**src/rtl/frame_disassembly.sv**
```systemverilog
// rtl/frame_disassembly.sv - optical receive framer: oversampled bit recovery, preamble hunt, payload and parity extraction.
// Optional saturating error counter output enabled by FRAME_DISASSEMBLY_ERR_COUNT_EN.
module frame_disassembly #(
    parameter int          OVERSAMPLE  = 4,
    parameter logic [7:0]  PREAMBLE    = 8'hE2,
    parameter int          PAYLOAD_W   = 20,
    parameter int          MAX_GAP     = 64,
    parameter int          LOCK_FRAMES = 2
) (
    input  logic                 clk,
    input  logic                 rst_n,
    input  logic                 din,
    output logic [PAYLOAD_W-1:0] dout,
    output logic                 dout_valid,
    output logic                 parity_err,
    output logic                 locked,
`ifdef FRAME_DISASSEMBLY_ERR_COUNT_EN
    output logic                 bit_strobe,
    output logic [11:0]          err_count
`else
    output logic                 bit_strobe
`endif
);

    localparam int PH_W   = $clog2(OVERSAMPLE);
    localparam int BC_W   = $clog2(PAYLOAD_W);
    localparam int GAP_W  = $clog2(MAX_GAP + 1);
    localparam int GOOD_W = $clog2(LOCK_FRAMES + 1);

    localparam logic [PH_W-1:0]   PH_LAST   = PH_W'(OVERSAMPLE - 1);
    localparam logic [PH_W-1:0]   PH_MID    = PH_W'(OVERSAMPLE / 2);
    localparam logic [BC_W-1:0]   BC_LAST   = BC_W'(PAYLOAD_W - 1);
    localparam logic [GAP_W-1:0]  GAP_MAX   = GAP_W'(MAX_GAP);
    localparam logic [GAP_W-1:0]  GAP_HIT   = GAP_W'(MAX_GAP - 1);
    localparam logic [GOOD_W-1:0] GOOD_MAX  = GOOD_W'(LOCK_FRAMES);

    localparam logic [1:0] ST_HUNT    = 2'd0;
    localparam logic [1:0] ST_PAYLOAD = 2'd1;
    localparam logic [1:0] ST_PARITY  = 2'd2;

    logic                 s1, s2, s3;
    logic                 line_edge;
    logic [PH_W-1:0]      ph;
    logic [1:0]           state;
    logic [7:0]           sr;
    logic [7:0]           sr_next;
    logic [BC_W-1:0]      bit_cnt;
    logic [PAYLOAD_W-1:0] payload;
    logic [GAP_W-1:0]     gap;
    logic [GOOD_W-1:0]    good;
    logic [GOOD_W-1:0]    good_next;
    logic                 parity_ok;
    logic                 parity_fail_ev;
    logic                 gap_loss_ev;

    // s1 is the metastability stage; s2 is the sampled bit and s2/s3 form the edge detector.
    always_ff @(posedge clk or negedge rst_n) begin
        if (!rst_n) begin
            s1 <= 1'b0;
            s2 <= 1'b0;
            s3 <= 1'b0;
        end else begin
            s1 <= din;
            s2 <= s1;
            s3 <= s2;
        end
    end

    assign line_edge = s2 ^ s3;

    always_ff @(posedge clk or negedge rst_n) begin
        if (!rst_n) begin
            ph <= '0;
        end else if (line_edge) begin
            ph <= '0;
        end else begin
            ph <= (ph == PH_LAST) ? '0 : ph + 1'b1;
        end
    end

    assign bit_strobe = (ph == PH_MID) && !line_edge;

    assign sr_next        = {sr[6:0], s2};
    assign parity_ok      = (s2 == ^payload);
    assign good_next      = (good == GOOD_MAX) ? GOOD_MAX : good + 1'b1;
    assign parity_fail_ev = bit_strobe && (state == ST_PARITY) && !parity_ok;
    assign gap_loss_ev    = bit_strobe && (state == ST_HUNT) && (gap == GAP_HIT) && locked;

    always_ff @(posedge clk or negedge rst_n) begin
        if (!rst_n) begin
            state      <= ST_HUNT;
            sr         <= '0;
            bit_cnt    <= '0;
            payload    <= '0;
            gap        <= '0;
            good       <= '0;
            locked     <= 1'b0;
            dout       <= '0;
            dout_valid <= 1'b0;
            parity_err <= 1'b0;
        end else begin
            dout_valid <= 1'b0;
            parity_err <= 1'b0;
            if (bit_strobe) begin
                case (state)
                    ST_HUNT: begin
                        sr <= sr_next;
                        if (sr_next == PREAMBLE) begin
                            bit_cnt <= '0;
                            state   <= ST_PAYLOAD;
                        end
                        // Gap saturates so a dead line drops lock only once.
                        if (gap != GAP_MAX) begin
                            gap <= gap + 1'b1;
                            if (gap == GAP_HIT) begin
                                locked <= 1'b0;
                                good   <= '0;
                            end
                        end
                    end
                    ST_PAYLOAD: begin
                        payload <= {payload[PAYLOAD_W-2:0], s2};
                        if (bit_cnt == BC_LAST) begin
                            state <= ST_PARITY;
                        end else begin
                            bit_cnt <= bit_cnt + 1'b1;
                        end
                    end
                    ST_PARITY: begin
                        if (parity_ok) begin
                            dout       <= payload;
                            dout_valid <= 1'b1;
                            good       <= good_next;
                            if (good_next == GOOD_MAX) begin
                                locked <= 1'b1;
                            end
                        end else begin
                            parity_err <= 1'b1;
                            good       <= '0;
                            locked     <= 1'b0;
                        end
                        sr    <= '0;
                        gap   <= '0;
                        state <= ST_HUNT;
                    end
                    default: begin
                        state <= ST_HUNT;
                    end
                endcase
            end
        end
    end

`ifdef FRAME_DISASSEMBLY_ERR_COUNT_EN
    always_ff @(posedge clk or negedge rst_n) begin
        if (!rst_n) begin
            err_count <= '0;
        end else if ((parity_fail_ev || gap_loss_ev) && (err_count != 12'hFFF)) begin
            err_count <= err_count + 12'd1;
        end
    end
`else
    logic unused_ev;
    assign unused_ev = parity_fail_ev ^ gap_loss_ev;
`endif

endmodule

```
**config.mk**
```make
export PLATFORM = sky130hd
export DESIGN_NAME = frame_disassembly
export DESIGN_NICKNAME = d
export VERILOG_FILES = /design/src/rtl/frame_disassembly.sv
export SDC_FILE = /design/constraint.sdc
export NUM_CORES = 1
export LEC_CHECK = 0
export ABC_CLOCK_PERIOD_IN_PS = 3310
export CORE_MARGIN = 2
export CORE_UTILIZATION = 50
export DETAILED_ROUTE_END_ITERATION = 6
export GPL_ROUTABILITY_DRIVEN = 0
export GPL_TIMING_DRIVEN = 1
export HOLD_SLACK_MARGIN = 0.12
export PLACE_DENSITY = 0.7
export SYNTH_ARGS = -nofsm -noshare
export SYNTH_HDL_FRONTEND = slang
export SYNTH_SLANG_ARGS = --single-unit
```
**constraint.sdc**
```tcl
create_clock -name clk -period 3.31 [get_ports clk]
set_clock_uncertainty 0.1 [all_clocks]
set_input_delay 0.662 -clock clk [delete_from_list [all_inputs] [get_ports clk]]
set_output_delay 0.662 -clock clk [all_outputs]
set_load 0.03 [all_outputs]
```
======== After elaboration in Yosys (flattened, before gate mapping) ========
Cells that the tools add are included.
cells by class
  add/sub/neg operators ................... 4
  equal/unequal tests ..................... 17
  mux-type cells .......................... 27
  bitwise operators ....................... 1
  reductions and logical operators ........ 14
operators by type and width
  cell                                                                     count
  7-bit one-hot mux with 2 select lines                                    2
  20-bit XOR reduction                                                     1
  2-bit 2-to-1 mux                                                         8
  2-bit equality test, second input constant                               5
  1-bit 2-to-1 mux                                                         10
  5-bit 2-to-1 mux                                                         2
  5-bit one-hot mux with 2 select lines                                    1
  3-bit AND reduction                                                      3
  8-bit equality test, second input constant                               1
  2-bit one-hot mux with 2 select lines                                    2
  4-bit AND reduction                                                      2
  7-bit by 1-bit adder with 7-bit output, second input constant            1
  7-bit by 6-bit equality test with 1-bit output, second input constant    1
  7-bit 2-to-1 mux                                                         1
  7-bit inequality test, second input constant                             1
  2-bit by 1-bit inequality test with 1-bit output, second input constant  3
  5-bit by 1-bit adder with 5-bit output, second input constant            1
  5-bit equality test, second input constant                               1
  5-bit AND reduction                                                      1
  2-bit by 1-bit adder with 2-bit output, second input constant            2
  2-bit inequality test, second input constant                             2
  2-bit AND reduction                                                      2
  2-bit nonzero test                                                       2
  3-bit by 2-bit inequality test with 1-bit output, second input constant  1
  other kinds (7)                                                          7
storage, ports and cells
  bits in registers ....................... 71
  bits of input ports ..................... 3

======== Depth between registers and ports, before layout ========
  depth after elaboration ................. 6
  mapped depth ............................ 8

======== Worst setup path after synthesis ========
No wires, ideal clock.
  path kind ............................... register to register
  start ................................... register payload[17]
  end ..................................... register dout[10]
  setup time .............................. 125 ps
  data arrival time ....................... 2,175 ps
  required time ........................... 3,085 ps
  path slack .............................. 910 ps
  cell stages (with the launch flop) ...... 7
  cells stage by stage .................... dfrtp_1 xnor3_1 xnor3_1 xnor3_1 mux2i_2 buf_6 mux2_4
on the way
  longest elaborated chain between the ends .. 3
ends and longest elaborated chain
  what                                  line  text
  start: declaration                    48    logic [PAYLOAD_W-1:0] payload;
  start signal: assignment              122   payload <= {payload[PAYLOAD_W-2:0], s2};
  20-bit XOR reduction                  84    assign parity_ok = (s2 == ^payload);
  1-bit equality test                   84
  3-bit AND reduction (no source line)  n/a
  end signal: assignment                131   dout <= payload;
  end: declaration                      13    output logic [PAYLOAD_W-1:0] dout,
Every way passes these cells.
A chain may end at the register's enable or synchronous reset.

======== Worst setup path in the final report ========
  start ................................... register payload[17]
  end ..................................... register dout[3]
The elaborated chain is that of the path after synthesis.

==> flow_metrics.py <==
metrics = {
    "layout": {
        "fin_util_pct": 59.93,
        "regArea_mm2": 0.001777,
        "fin_area_mm2": 0.003784,
        "nets": 295,
        "n_fill_cell": 546,
        "multiInputGateArea_mm2": 0.001345,
        "antennaDiodeCount": 0,
        "area_growth_pct": 16.89,
        "drive_above_1_share_pct": 22.68,
    },
    "grt": {
        "grt_pass1_vias": 1896,
        "grt_max_degree": 34,
        "grt_pass1_wl_um": 9142,
        "antenna_found_initial": 0,
        "grt-ovfl-total": 0,
        "grtUsageTotal_pct": 16.67,
    },
    "cts": {
        "cts_max_level": 3,
        "cts_sinks": 71,
        "cts_buffer_depth": 2,
        "path_clk_slew_ns": 0.08,
        "cts_buffers": 9,
        "cts_hold_buf": 0,
        "postCtsSetupBuffers": 0,
        "clkLatencyLatePin_ns": 0.34,
        "cts_resized": 0,
        "clock-root-buffer": "clkbuf_8",
        "cts_tree": "done",
    },
    "sta": {
        "rsz0062_at_grt": "no",
        "slew_violations": 0,
        "setup_viol": 0,
        "max_freq_ghz": 0.3668,
        "fin_setup_tns_ns": 0,
        "worst_pin_slew_ns": 0.8061,
        "slew_headroom_pct": 46.13,
        "period_needed_ns": 2.726,
        "hold_violations": 0,
        "fin_crit_sh_pct": 82.37,
    },
    "logic_synthesis": {
        "synth_top_area_share_pct": 54.89,
        "ys.flop_type": "dfrtp_1",
        "synth.most_common_cell": "dfrtp_1",
        "ys_seq_area_share_pct": 54.89,
        "synth_nets": 262,
        "yosysWarnings": 0,
        "async_flop_share_pct": 100.0,
        "netlist_instances": 253,
        "synth_common_cells": "dfrtp_1 (71), mux2_2 (22), inv_1 (20), mux2_4 (19), xnor2_1 (14)",
        "synthTopCellsByArea": "dfrtp_1 (55%), mux2_4 (8.8%), mux2_2 (7.7%)",
        "yosysUniqueCellTypes": 35,
        "synth_edf_count": 0,
        "ys_ff_latch": 71,
        "synth_area_per_cell_um2": 12.79,
        "synth_area_leader_cell": "dfrtp_1",
        "post_synth_instance_area_mm2": 0.003237,
    },
    "die": {
        "coreArea_mm2": 0.006314,
        "rows": 29,
        "die_h_um": 84.46,
        "die-area_mm2": 0.007133,
        "io_pins": 27,
        "initial_core_util_pct": 51.27,
        "die_w_um": 84.46,
    },
    "setup_path": {
        "worstSetupEndpointType": "register",
        "crit_type": "reg -> reg",
        "worstPathArrival_ns": 2.85,
        "cp-start-kind": "register",
        "cp.required_ns": 3.43,
        "critPathMaxFanout": 21,
    },
    "place": {
        "place_area_mm2": 0.003586,
        "place_hpwl_um": 3635,
        "numPortBuffers": 26,
    },
    "route": {
        "viasPerCell": 5.266,
        "routed_wl_um": 5242,
        "wire_per_inst_um": 14.24,
        "vias": 1938,
        "drt_iter0_drc": 32,
        "drtPass1Iterations": 4,
        "drc": 0,
        "ant_nets": 0,
    },
    "power_and_ir_drop": {
        "powerDensity_mw_per_mm2": 483.5,
        "ir_worst_vdd_v": 0.0003095,
        "p_leak_nw": 1.855,
    },
    "worst_hold_path": {
        "hp-class": "reg -> reg",
    },
    "run": {
        "cap_violations": 0,
    },
    "run_status": {
        "status": "completed",
    },
}
area by class of cell:
class                   instances  area share, %
flip-flops and latches         71          46.96
multi-input cells             153          35.55
repair buffers                 31          7.738
clock buffers                  10          3.638
well taps                      77          2.546
inverters                      20          1.984
clock inverters                 6          1.587
kinds of logic (layout without fill, tap and decap cells):
| family | count (synthesis) | count (layout) | synth area share (%) |
|---|---|---|---|
| AO/OA/AOI/OAI | 28 | 28 | 5.180 |
| XOR/XNOR | 21 | 21 | 7.383 |
| adder cells (fa/ha/maj) | 6 | 6 | 2.319 |
| buffers and inverters | 29 | 67 | 3.827 |
| flip-flops | 71 | 71 | 54.89 |
| multiplexers | 44 | 44 | 17.51 |
| AND/OR/NAND/NOR | 54 | 54 | 8.891 |
per-layer routing:
| layer | vias to the layer above | global-route usage (%) | routed length [um] |
|---|---|---|---|
| met2 | 40 | 26.05 | 2503 |
| met4 | 0 | 9.380 | 133 |
| met1 | 947 | 21.62 | 2430 |
| li1 | 940 | - | - |
| met5 | - | 0 | 0 |
| met3 | 11 | 3.736 | 174 |
worst max-delay path, stage by stage, from the launching register on:
cell and delay [ns]:
dfrtp_1 0.41, xnor3_1 0.41, xnor3_1 0.23, xnor3_1 0.48, mux2i_4 0.24, buf_4 0.36, mux2_2 0.38
report_power, final:
part	internal (W)	total, W	switching (W)
registers	0.000930	0.000986	0.0000559
clock network	0.000364	0.000684	0.000320
logic	0.0000692	0.000159	0.0000899
total	0.00136	0.00183	0.000466
through the flow:
stage | hold WS [ns] | worst slack [ns] | instances | total power, W
detailed placement | 0.2365 | 0.5659 | 352 | 0.001164
finish | 0.2583 | 0.5837 | 368 | 0.001829
floorplan | 0.2312 | 0.9101 | 253 | 0.001103
global route | 0.2750 | 0.4244 | 368 | 0.001935
global placement | 0.2322 | 0.6576 | 352 | 0.001156
CTS | 0.2593 | 0.5547 | 368 | 0.001854
cells in the final DEF (no fill, tap or decap), drive strengths merged:
cell type	count
nand3	13
a21o	2
xnor3	4
ha	6
inv	20
o31ai	1
a22o	1
nor2	7
nor3	6
and4	1
nor4	2
o21ai	13
and4b	1
clkinv	3
nand4	1
nand2b	1
mux2	41
nand2	9
or2	1
or3	5
mux2i	3
nor2b	1
and2	2
xor2	3
o41ai	2
a31o	1
a21oi	6
clkbuf	10
xnor2	14
buf	6
bufinv	1
nor4b	3
and3	1
o21a	2
clkinvlp	2
dfrtp	71
clkdlybuf4s50	25
sequential cells by signal, indices dropped and copies added, names as in the netlist:
signal,flops
parity_err,1
bit_cnt,5
s1,1
gap,7
payload,20
good,2
locked,1
dout_valid,1
dout,20
s3,1
state,2
sr,7
s2,1
ph,2
path summary, 6_finish.rpt:
check                                        start                    to  slack (ns)  depth (start not counted)
setup / recovery           payload[17]$_DFFE_PN0P_   dout[3]$_DFFE_PN0P_        0.58                          6
hold / removal                        s1$_DFF_PN0_          s2$_DFF_PN0_        0.26                          0
setup reg to reg           payload[17]$_DFFE_PN0P_   dout[3]$_DFFE_PN0P_        0.58                          6
hold reg to reg                       s1$_DFF_PN0_          s2$_DFF_PN0_        0.26                          0
max in group asynchronous                    rst_n     sr[3]$_DFFE_PN0P_        2.10                          2
min in group asynchronous                    rst_n  dout[15]$_DFFE_PN0P_        0.27                          1
No activity file was read; power rests on OpenSTA's default activity.
